## src/rtl/zebu_clk_event_sched_if.sv

```systemverilog
// zebu_clk_event_sched_if: requester, handshake and status signals of the clock event scheduler
interface zebu_clk_event_sched_if #(
   parameter int NUM_REQ = 4,
   parameter int CNT_W   = 16
);
   localparam int ID_W = $clog2(NUM_REQ);
   logic [NUM_REQ-1:0] req_pulse;
   logic [NUM_REQ-1:0] req_mask;
   logic               stop_req;
   logic               stop_ack;
   logic               grant_vld;
   logic [ID_W-1:0]    grant_id;
   logic [NUM_REQ-1:0] pend;
   logic [CNT_W-1:0]   evt_cnt;
   logic               ovf;
   logic               timeout;
   modport master (
      output req_pulse, req_mask, stop_ack,
      input  stop_req, grant_vld, grant_id, pend, evt_cnt, ovf, timeout
   );
   modport slave (
      input  req_pulse, req_mask, stop_ack,
      output stop_req, grant_vld, grant_id, pend, evt_cnt, ovf, timeout
   );
endinterface

```

## src/rtl/zebu_clk_event_sched.sv

```systemverilog
// zebu_clk_event_sched: round-robin arbiter turning clock-detect pulses into a 4-phase stop_req/stop_ack handshake
// Define ZEBU_CLK_EVENT_SCHED_TIMEOUT_EN to enable the stop-ack watchdog; otherwise timeout is tied 0.
module zebu_clk_event_sched #(
   parameter int NUM_REQ = 4,
   parameter int CNT_W   = 16,
   parameter int TMO_CYC = 1024
) (
   input logic clk,
   input logic rst,
   zebu_clk_event_sched_if.slave bus
);
   localparam int ID_W = $clog2(NUM_REQ);
   typedef enum logic [1:0] {IDLE, STOP, REL} state_t;
   state_t st_q, st_d;
   logic [NUM_REQ-1:0] pend_q, pend_d, elig, clr;
   logic [ID_W-1:0] gid_q, ptr_q, sel;
   logic [CNT_W-1:0] cnt_q;
   logic ovf_q, tmo_q, found, take, tmo_hit;
   int j;

   if (NUM_REQ < 2 || NUM_REQ > 8 || TMO_CYC < 1) begin : g_bad_param
      $error("zebu_clk_event_sched: parameter out of range");
   end

   // Scan downward so the first eligible index at or after ptr_q wins.
   always_comb begin
      elig = pend_q & ~bus.req_mask;
      sel = '0;
      found = 1'b0;
      j = 0;
      for (int k = NUM_REQ - 1; k >= 0; k--) begin
         j = int'(ptr_q) + k;
         j = (j >= NUM_REQ) ? j - NUM_REQ : j;
         if (elig[j]) begin
            sel = ID_W'(j);
            found = 1'b1;
         end
      end
   end

`ifdef ZEBU_CLK_EVENT_SCHED_TIMEOUT_EN
   localparam int TW = $clog2(TMO_CYC + 1);
   logic [TW-1:0] tc_q;
   always_ff @(posedge clk)
      tc_q <= (rst || st_q != STOP) ? '0 : tc_q + 1'b1;
   assign tmo_hit = st_q == STOP && !bus.stop_ack && tc_q == TW'(TMO_CYC - 1);
`else
   assign tmo_hit = 1'b0;
`endif

   // Granting waits for stop_ack low, so an ack left high across reset is ignored.
   always_comb begin
      st_d = st_q;
      take = 1'b0;
      case (st_q)
         IDLE: begin
            take = found && !bus.stop_ack;
            st_d = take ? STOP : IDLE;
         end
         STOP:    st_d = (bus.stop_ack || tmo_hit) ? REL : STOP;
         REL:     st_d = bus.stop_ack ? REL : IDLE;
         default: st_d = IDLE;
      endcase
      clr = take ? NUM_REQ'(1) << sel : '0;
      pend_d = (pend_q & ~clr) | bus.req_pulse;
   end

   always_ff @(posedge clk) begin
      if (rst) begin
         st_q   <= IDLE;
         pend_q <= '0;
         gid_q  <= '0;
         ptr_q  <= '0;
         cnt_q  <= '0;
         ovf_q  <= 1'b0;
         tmo_q  <= 1'b0;
      end else begin
         st_q   <= st_d;
         pend_q <= pend_d;
         ovf_q  <= ovf_q | (|(bus.req_pulse & pend_q & ~clr));
         tmo_q  <= tmo_q | tmo_hit;
         if (take) begin
            gid_q <= sel;
            ptr_q <= (sel == ID_W'(NUM_REQ - 1)) ? '0 : sel + 1'b1;
            cnt_q <= (cnt_q == '1) ? cnt_q : cnt_q + 1'b1;
         end
      end
   end

   assign bus.stop_req  = st_q == STOP;
   assign bus.grant_vld = st_q == STOP;
   assign bus.grant_id  = gid_q;
   assign bus.pend      = pend_q;
   assign bus.evt_cnt   = cnt_q;
   assign bus.ovf       = ovf_q;
   assign bus.timeout   = tmo_q;
endmodule
```

## src/flat_wrapper.sv

```systemverilog
// flat-port wrapper written by rule: the top's interface ports become plain ports
module zebu_clk_event_sched_flat 
#(
   parameter int NUM_REQ = 4,
   parameter int CNT_W   = 16,
   parameter int TMO_CYC = 1024
)
  (clk, rst, bus_req_pulse, bus_req_mask, bus_stop_ack, bus_stop_req, bus_grant_vld, bus_grant_id, bus_pend, bus_evt_cnt, bus_ovf, bus_timeout);
  zebu_clk_event_sched_if #(.NUM_REQ(NUM_REQ), .CNT_W(CNT_W)) bus_i ();
  input logic clk;
  input logic rst;
  input wire logic [$bits(bus_i.req_pulse)-1:0] bus_req_pulse;
  input wire logic [$bits(bus_i.req_mask)-1:0] bus_req_mask;
  input wire logic [$bits(bus_i.stop_ack)-1:0] bus_stop_ack;
  output wire logic [$bits(bus_i.stop_req)-1:0] bus_stop_req;
  output wire logic [$bits(bus_i.grant_vld)-1:0] bus_grant_vld;
  output wire logic [$bits(bus_i.grant_id)-1:0] bus_grant_id;
  output wire logic [$bits(bus_i.pend)-1:0] bus_pend;
  output wire logic [$bits(bus_i.evt_cnt)-1:0] bus_evt_cnt;
  output wire logic [$bits(bus_i.ovf)-1:0] bus_ovf;
  output wire logic [$bits(bus_i.timeout)-1:0] bus_timeout;
  assign bus_i.req_pulse = bus_req_pulse;
  assign bus_i.req_mask = bus_req_mask;
  assign bus_i.stop_ack = bus_stop_ack;
  assign bus_stop_req = bus_i.stop_req;
  assign bus_grant_vld = bus_i.grant_vld;
  assign bus_grant_id = bus_i.grant_id;
  assign bus_pend = bus_i.pend;
  assign bus_evt_cnt = bus_i.evt_cnt;
  assign bus_ovf = bus_i.ovf;
  assign bus_timeout = bus_i.timeout;
  zebu_clk_event_sched #(.NUM_REQ(NUM_REQ), .CNT_W(CNT_W), .TMO_CYC(TMO_CYC)) u_core (.clk(clk), .rst(rst), .bus(bus_i));
endmodule
```

## config.mk

```make
export PLATFORM = sky130hd
export DESIGN_NAME = zebu_clk_event_sched_flat
export DESIGN_NICKNAME = d
export VERILOG_FILES = /design/src/rtl/zebu_clk_event_sched_if.sv /design/src/rtl/zebu_clk_event_sched.sv /design/src/flat_wrapper.sv
export SDC_FILE = /design/constraint.sdc
export NUM_CORES = 1
export LEC_CHECK = 0
export CAP_MARGIN = 20
export CELL_PAD_IN_SITES_DETAIL_PLACEMENT = 0
export CELL_PAD_IN_SITES_GLOBAL_PLACEMENT = 1
export CORE_MARGIN = 5
export CORE_UTILIZATION = 36
export CTS_BUF_LIST = sky130_fd_sc_hd__clkbuf_4 sky130_fd_sc_hd__clkbuf_8
export DETAILED_ROUTE_END_ITERATION = 8
export GPL_TIMING_DRIVEN = 0
export HOLD_SLACK_MARGIN = 0.02
export PLACE_DENSITY_LB_ADDON = 0.3
export SLEW_MARGIN = 15
export SYNTH_ARGS = -nofsm -noshare
export SYNTH_HDL_FRONTEND = slang
export SYNTH_SLANG_ARGS = --single-unit
```

## constraint.sdc

```tcl
create_clock -name clk -period 2.9 [get_ports clk]
set_clock_uncertainty 0.15 [all_clocks]
set_input_delay 0.58 -clock clk [delete_from_list [all_inputs] [get_ports clk]]
set_output_delay 0.58 -clock clk [all_outputs]
set_load 0.005 [all_outputs]
```

==> results.cfg, run 1 <==
[status]
status = complete, no violations

[placement]
dp_cells = 248
dpl_cell_area_sq_um = 1790
dpl_worst_slack_ps = -5.74
place_hpwl_mm = 2.55
io_buffers = 34
gp_congestion = 0.785

[floorplanning]
std_cell_rows = 22
fp.dieH_microns = 72.1
pin_count = 37
core_sq_um = 3690
die_area_sq_um = 5200
initial_utilization_pct = 37.6
fp.dieW_microns = 72.1

[pwr]
p_int_mw = 0.546
switching_share_pct = 26.4
p_leak_nw = 0.600
power_frac_seq_pct = 53.6
power_frac_comb_pct = 17.4
report.power.total_mw = 0.742
switching_power_mw = 0.196
ir_drop_mv = 0.240
pwr_density_cell_nw_per_um2 = 405
clockPowerShare_pct = 29.0

[synthesis]
yosysWarningCount = 0
ys_seq_area_share_pct = 39.0
ys_top_cells_by_area = dfxtp_1 39%, a21oi_1 7.6%, or3_1 5.9%, o21ai_1 3.6%, nor2_1 3.0%
synth_nets = 179
synth_top_area_cell = dfxtp_1
syn_inst = 166
synthesis.area_sq_um = 1390
netlist.area_leader.share_pct = 39.0
yosysUniqueCellTypes = 40
synth-seq-cells = 27
syn_avg_cell_area_sq_um = 8.36

[sta]
tightest_slew_ps = 614
post-route-period-util_pct = 89.7
fin_setup_tns_ps = 0
period_minus_slack_ps = 2600
hold_violations = 0
setup_ws_ps = 298
slew_headroom_pct = 58.6
rsz0062_at_grt = no
max_freq_mhz = 384
finalSetupViolations = 0
slew_viol_final = 0
holdWs_ps = 313

[drt]
routed_wl_mm = 3.40
drc = 0
via_count = 1338
drtIter0Drc = 46
wire_per_inst_microns = 13.5
routed_via_density = 5.31
drt_pre_antenna_iters = 4
ant_nets = 0

[finish]
final_common_cell = clkdlybuf4s50_1
final_layout_size_suffix_gt1_share_pct = 5.88
final_cell_mix = 34 x clkdlybuf4s50_1, 27 x dfxtp_1, 21 x a21oi_1, 13 x or3_1, 11 x nor2_1
n_antenna_cell = 0
syn_to_final_growth_pct = 32.2
layout.nets = 218
stdcell_count = 252
fin_area_sq_um = 1830
final_util_pct = 49.7

[grt]
grt-ovfl-total = 0
grt_pass1_vias = 1301
grt_max_degree = 16
grt_pass1_wl_mm = 5.93
track_usage_pct = 13.9
antenna_found_initial = 0

[worst_setup_path]
crit_family = simple AND/OR/NAND/NOR gates
crit-reg2reg-launch = u_core.bus.evt_cnt[6]
cp-start-kind = primary input
cp.arrival_ps = 2660
critPathBufInv = 2
slowest_stage = clkdlybuf4s50_1
end_kind = flip-flop
cp_cell_sequence = clkdlybuf4s50_1, or3_4, a41oi_4, o41ai_2, buf_6, or3_1, a21oi_1
crit_path_start = bus_stop_ack
setup.worst_path.class = primary input to flip-flop
max_stage_delay_ps = 440
path_max_fanout = 10
worst_ep_required_time_ps = 2950

[min_path]
hp-start = u_core.bus.grant_id[0]
holdCritPathClass = flip-flop to flip-flop

[cts]
hold_buffers = 0
cts.sinks = 27
cts.clk_slew.worst_paths_ps = 90
ctsHtreeMaxLevel = 1
tritoncts = yes
clock_latency_ps = 270
cts_buffers = 3
postCtsSetupBuffers = 0
post_cts_resized = 0
root_buffer = clkbuf_8
clockBufferDepth = 2

[run]
maxCapViolCount = 0
-- state kept, by name, summed over array words and instances, names as in the netlist --
register and cells:
u_core.bus.grant_id 2, u_core.bus.ovf 1, u_core.st_q 2, u_core.ptr_q 2
u_core.bus.evt_cnt 16, u_core.bus.pend 4
-- area by class of cell --
type	count	area [sq um]
Buffer	7	48.8
Clock buffer	3	41.3
Clock inverter	1	5.00
Fill cell	372	1850
Inverter	9	33.8
Multi-Input combinational cell	123	764
Sequential cell	27	541
Tap cell	48	60.1
Timing Repair Buffer	34	340
-- worst reg2reg max path: stages, from the launching register on --
cell	delay, ps
dfxtp_1	440
and4_1	300
nand3_1	140
o41ai_2	600
buf_6	230
buf_6	160
mux2i_1	180
nor2_1	50
-- power by group through the flow --
stage	Sequential [mW]	Clock (mW)	Combinational, mW
global placement	0.406	0	0.128
floorplan	0.405	0	0.0755
finish	0.398	0.215	0.129
global route	0.402	0.236	0.144
CTS	0.398	0.222	0.130
detailed placement	0.407	0	0.129
-- synth_stat cells --
cell      count
a211oi_1      1
a21boi_0      1
a21oi_1      21
a22o_1        1
a41oi_1       1
a41oi_4       1
and2_1        1
and3_1        1
and4_1        1
buf_4         2
buf_6         2
clkbuf_1      3
conb_1        1
dfxtp_1      27
ha_1          2
inv_1         8
inv_2         1
mux2i_1       1
nand2_1      10
nand2b_1      5
nand3_1       7
nand3b_1      1
nand4_1       5
nor2_1       11
nor2b_1       3
nor3b_1       1
nor4_1        1
o211ai_1      4
o21ai_0       1
o21ai_1      10
o221ai_1      1
o311ai_1      1
o31ai_1       5
o41ai_2       1
or3_1        13
or3_4         1
or3b_1        1
or4_1         4
xnor2_1       1
xor2_1        3
-- cells by family after synthesis --
logic type	Yosys count	share of synthesized area, %
AOI/OAI and AO/OA	49	23.2
xor gates and xnor gates	4	2.53
adders and majority gates	2	1.80
muxes	1	0.721
DFF	27	39.0
other	1	0.270
and+or+nand+nor	66	26.6
buffers and inverters	16	5.95
-- final timing paths --
path | endpoint | slack [ps] | cells after the start
worst max-delay path | u_core.bus.evt_cnt[9] | 300 | 7
worst min-delay path | u_core.bus.grant_id[0] | 310 | 2
worst max register to register | u_core.bus.evt_cnt[1] | 550 | 7
worst min register to register | u_core.bus.grant_id[0] | 310 | 2
-- per-layer routing --
metal	GRT usage (%)	vias to the layer above	part of all wire (%)
met5	0	-	0
met4	4.59	0	0.91
met3	3.60	4	6.6
met2	23.6	33	48
met1	17.0	620	44
li1	-	681	-
(Power assumes the default switching activity.)
==> inputs of run 2 (changes only) <==
--- a/config.mk
+++ b/config.mk
@@ -8,7 +8,6 @@
 export CAP_MARGIN = 20
 export CELL_PAD_IN_SITES_DETAIL_PLACEMENT = 0
 export CELL_PAD_IN_SITES_GLOBAL_PLACEMENT = 1
-export CORE_MARGIN = 5
 export CORE_UTILIZATION = 36
 export CTS_BUF_LIST = sky130_fd_sc_hd__clkbuf_4 sky130_fd_sc_hd__clkbuf_8
 export DETAILED_ROUTE_END_ITERATION = 8
==> results.cfg, run 2 (synthesis gave the netlist of run 1 again) <==
[worst_setup_path]
max_stage_delay_ps = 530
slowest_stage = or4_1
cp.arrival_ps = 2640
worst_ep_required_time_ps = 2950
path_max_fanout = 9
r2r_cells = 7
r2r_slack_ps = 560
critPathBufInv = 1
crit_family = simple AND/OR/NAND/NOR gates
setup.worst_path.class = primary input to flip-flop
crit-reg2reg-launch = u_core.bus.evt_cnt[6]
cp_cell_sequence = clkdlybuf4s50_1, or3_4, a41oi_4, o41ai_2, or4_1, a21oi_1
timing.rr.end = u_core.bus.evt_cnt[1]
cp-start-kind = primary input
end_kind = flip-flop

[grt]
grt_pass1_vias = 1276
track_usage_pct = 17.0
grt-ovfl-total = 0
grt_pass1_wl_mm = 5.52
antenna_found_initial = 0
grt_max_degree = 16

[drt]
drc = 0
routed_wl_mm = 3.26
wire_per_inst_microns = 12.9
drtIter0Drc = 103
via_count = 1341
ant_nets = 0
routed_via_density = 5.32
drt_pre_antenna_iters = 4

[cts]
tritoncts = yes
ctsHtreeMaxLevel = 1
clockBufferDepth = 2
root_buffer = clkbuf_8
postCtsSetupBuffers = 0
post_cts_resized = 0
cts_buffers = 3
hold_buffers = 0
cts.sinks = 27
cts.clk_slew.worst_paths_ps = 90
clock_latency_ps = 270

[floorplanning]
initial_utilization_pct = 37.6
pin_count = 37
fp.dieH_microns = 64.1
die_area_sq_um = 4110
core_sq_um = 3690
std_cell_rows = 22
fp.dieW_microns = 64.1

[min_path]
holdCritPathClass = flip-flop to flip-flop
whs_path_depth = 2
hp-start = u_core.bus.grant_id[1]
hold_end = u_core.bus.grant_id[1]

[finish]
stdcell_count = 252
largest_register_ffs = 16
n_antenna_cell = 0
nFillCells = 387
layout.nets = 218
syn_to_final_growth_pct = 32.2
final_common_cell = clkdlybuf4s50_1
final_cell_mix = 34 x clkdlybuf4s50_1, 27 x dfxtp_1, 21 x a21oi_1, 13 x or3_1, 11 x nor2_1
fin_area_sq_um = 1830
final_util_pct = 49.7
final_layout_size_suffix_gt1_share_pct = 5.88

[pwr]
p_leak_nw = 0.600
report.power.total_mw = 0.737
ir_drop_mv = 0.174
pwr_density_cell_nw_per_um2 = 402

[sta]
holdWs_ps = 318
tightest_slew_ps = 580
finalSetupViolations = 0
hold_violations = 0
fin_setup_tns_ps = 0
rsz0062_at_grt = no
slew_headroom_pct = 60.9
period_minus_slack_ps = 2590
max_freq_mhz = 386
setup_ws_ps = 311
slew_viol_final = 0
post-route-period-util_pct = 89.3

[placement]
gp_congestion = 0.856
place_hpwl_mm = 2.42
dp_cells = 248
dpl_cell_area_sq_um = 1790
dpl_worst_slack_ps = 12.9
io_buffers = 34

[run]
maxCapViolCount = 0

[status]
status = complete, no violations
run 2: worst max path at each step:
| stage | slack, ps | cells after the start | startpoint | endpoint |
|---|---|---|---|---|
| 6_report | 310 | 6 | bus_stop_ack | u_core.bus.evt_cnt[11] |
| 4_1_cts | 310 | 6 | bus_stop_ack | u_core.bus.evt_cnt[11] |
| 2_1_floorplan | 640 | 5 | bus_stop_ack | u_core.bus.evt_cnt[11] |
| 3_5_place_dp | 10 | 6 | bus_stop_ack | u_core.bus.evt_cnt[11] |
| 3_3_place_gp | 50 | 7 | bus_stop_ack | u_core.bus.evt_cnt[9] |
| 5_1_grt | 170 | 6 | bus_stop_ack | u_core.bus.evt_cnt[11] |
run 2: tightest hold or removal path, delay by kind of cell, from the launching register on:
family / cells / cell delay (ps)
AOI/OAI and AO/OA: 1 / 50
and+or+nand+nor: 1 / 50
DFF: 1 / 320
run 2: power by group:
part / leakage (nW) / switching, mW / internal [mW]
registers: 0.220 / 0.0139 / 0.384
clock network: 0.0255 / 0.114 / 0.0962
logic: 0.355 / 0.0630 / 0.0657
run 2: cell type report:
cell class	count	area, sq um	area share (%)
sequential	27	541	29.5
inverter	9	33.8	1.84
clock buffer	3	41.3	2.25
timing repair buffer	34	340	18.6
tap	48	60.1	3.27
clock inverter	1	5.00	0.273
buffer	7	48.8	2.66
multi-input combinational	123	764	41.7
run 2: routing by layer:
metal	wire, microns	GRT usage (%)	up-vias
met5	0	0	-
met2	1590	30.1	28
met3	110	2.68	6
met4	55	8.81	0
met1	1500	19.6	625
li1	-	-	682
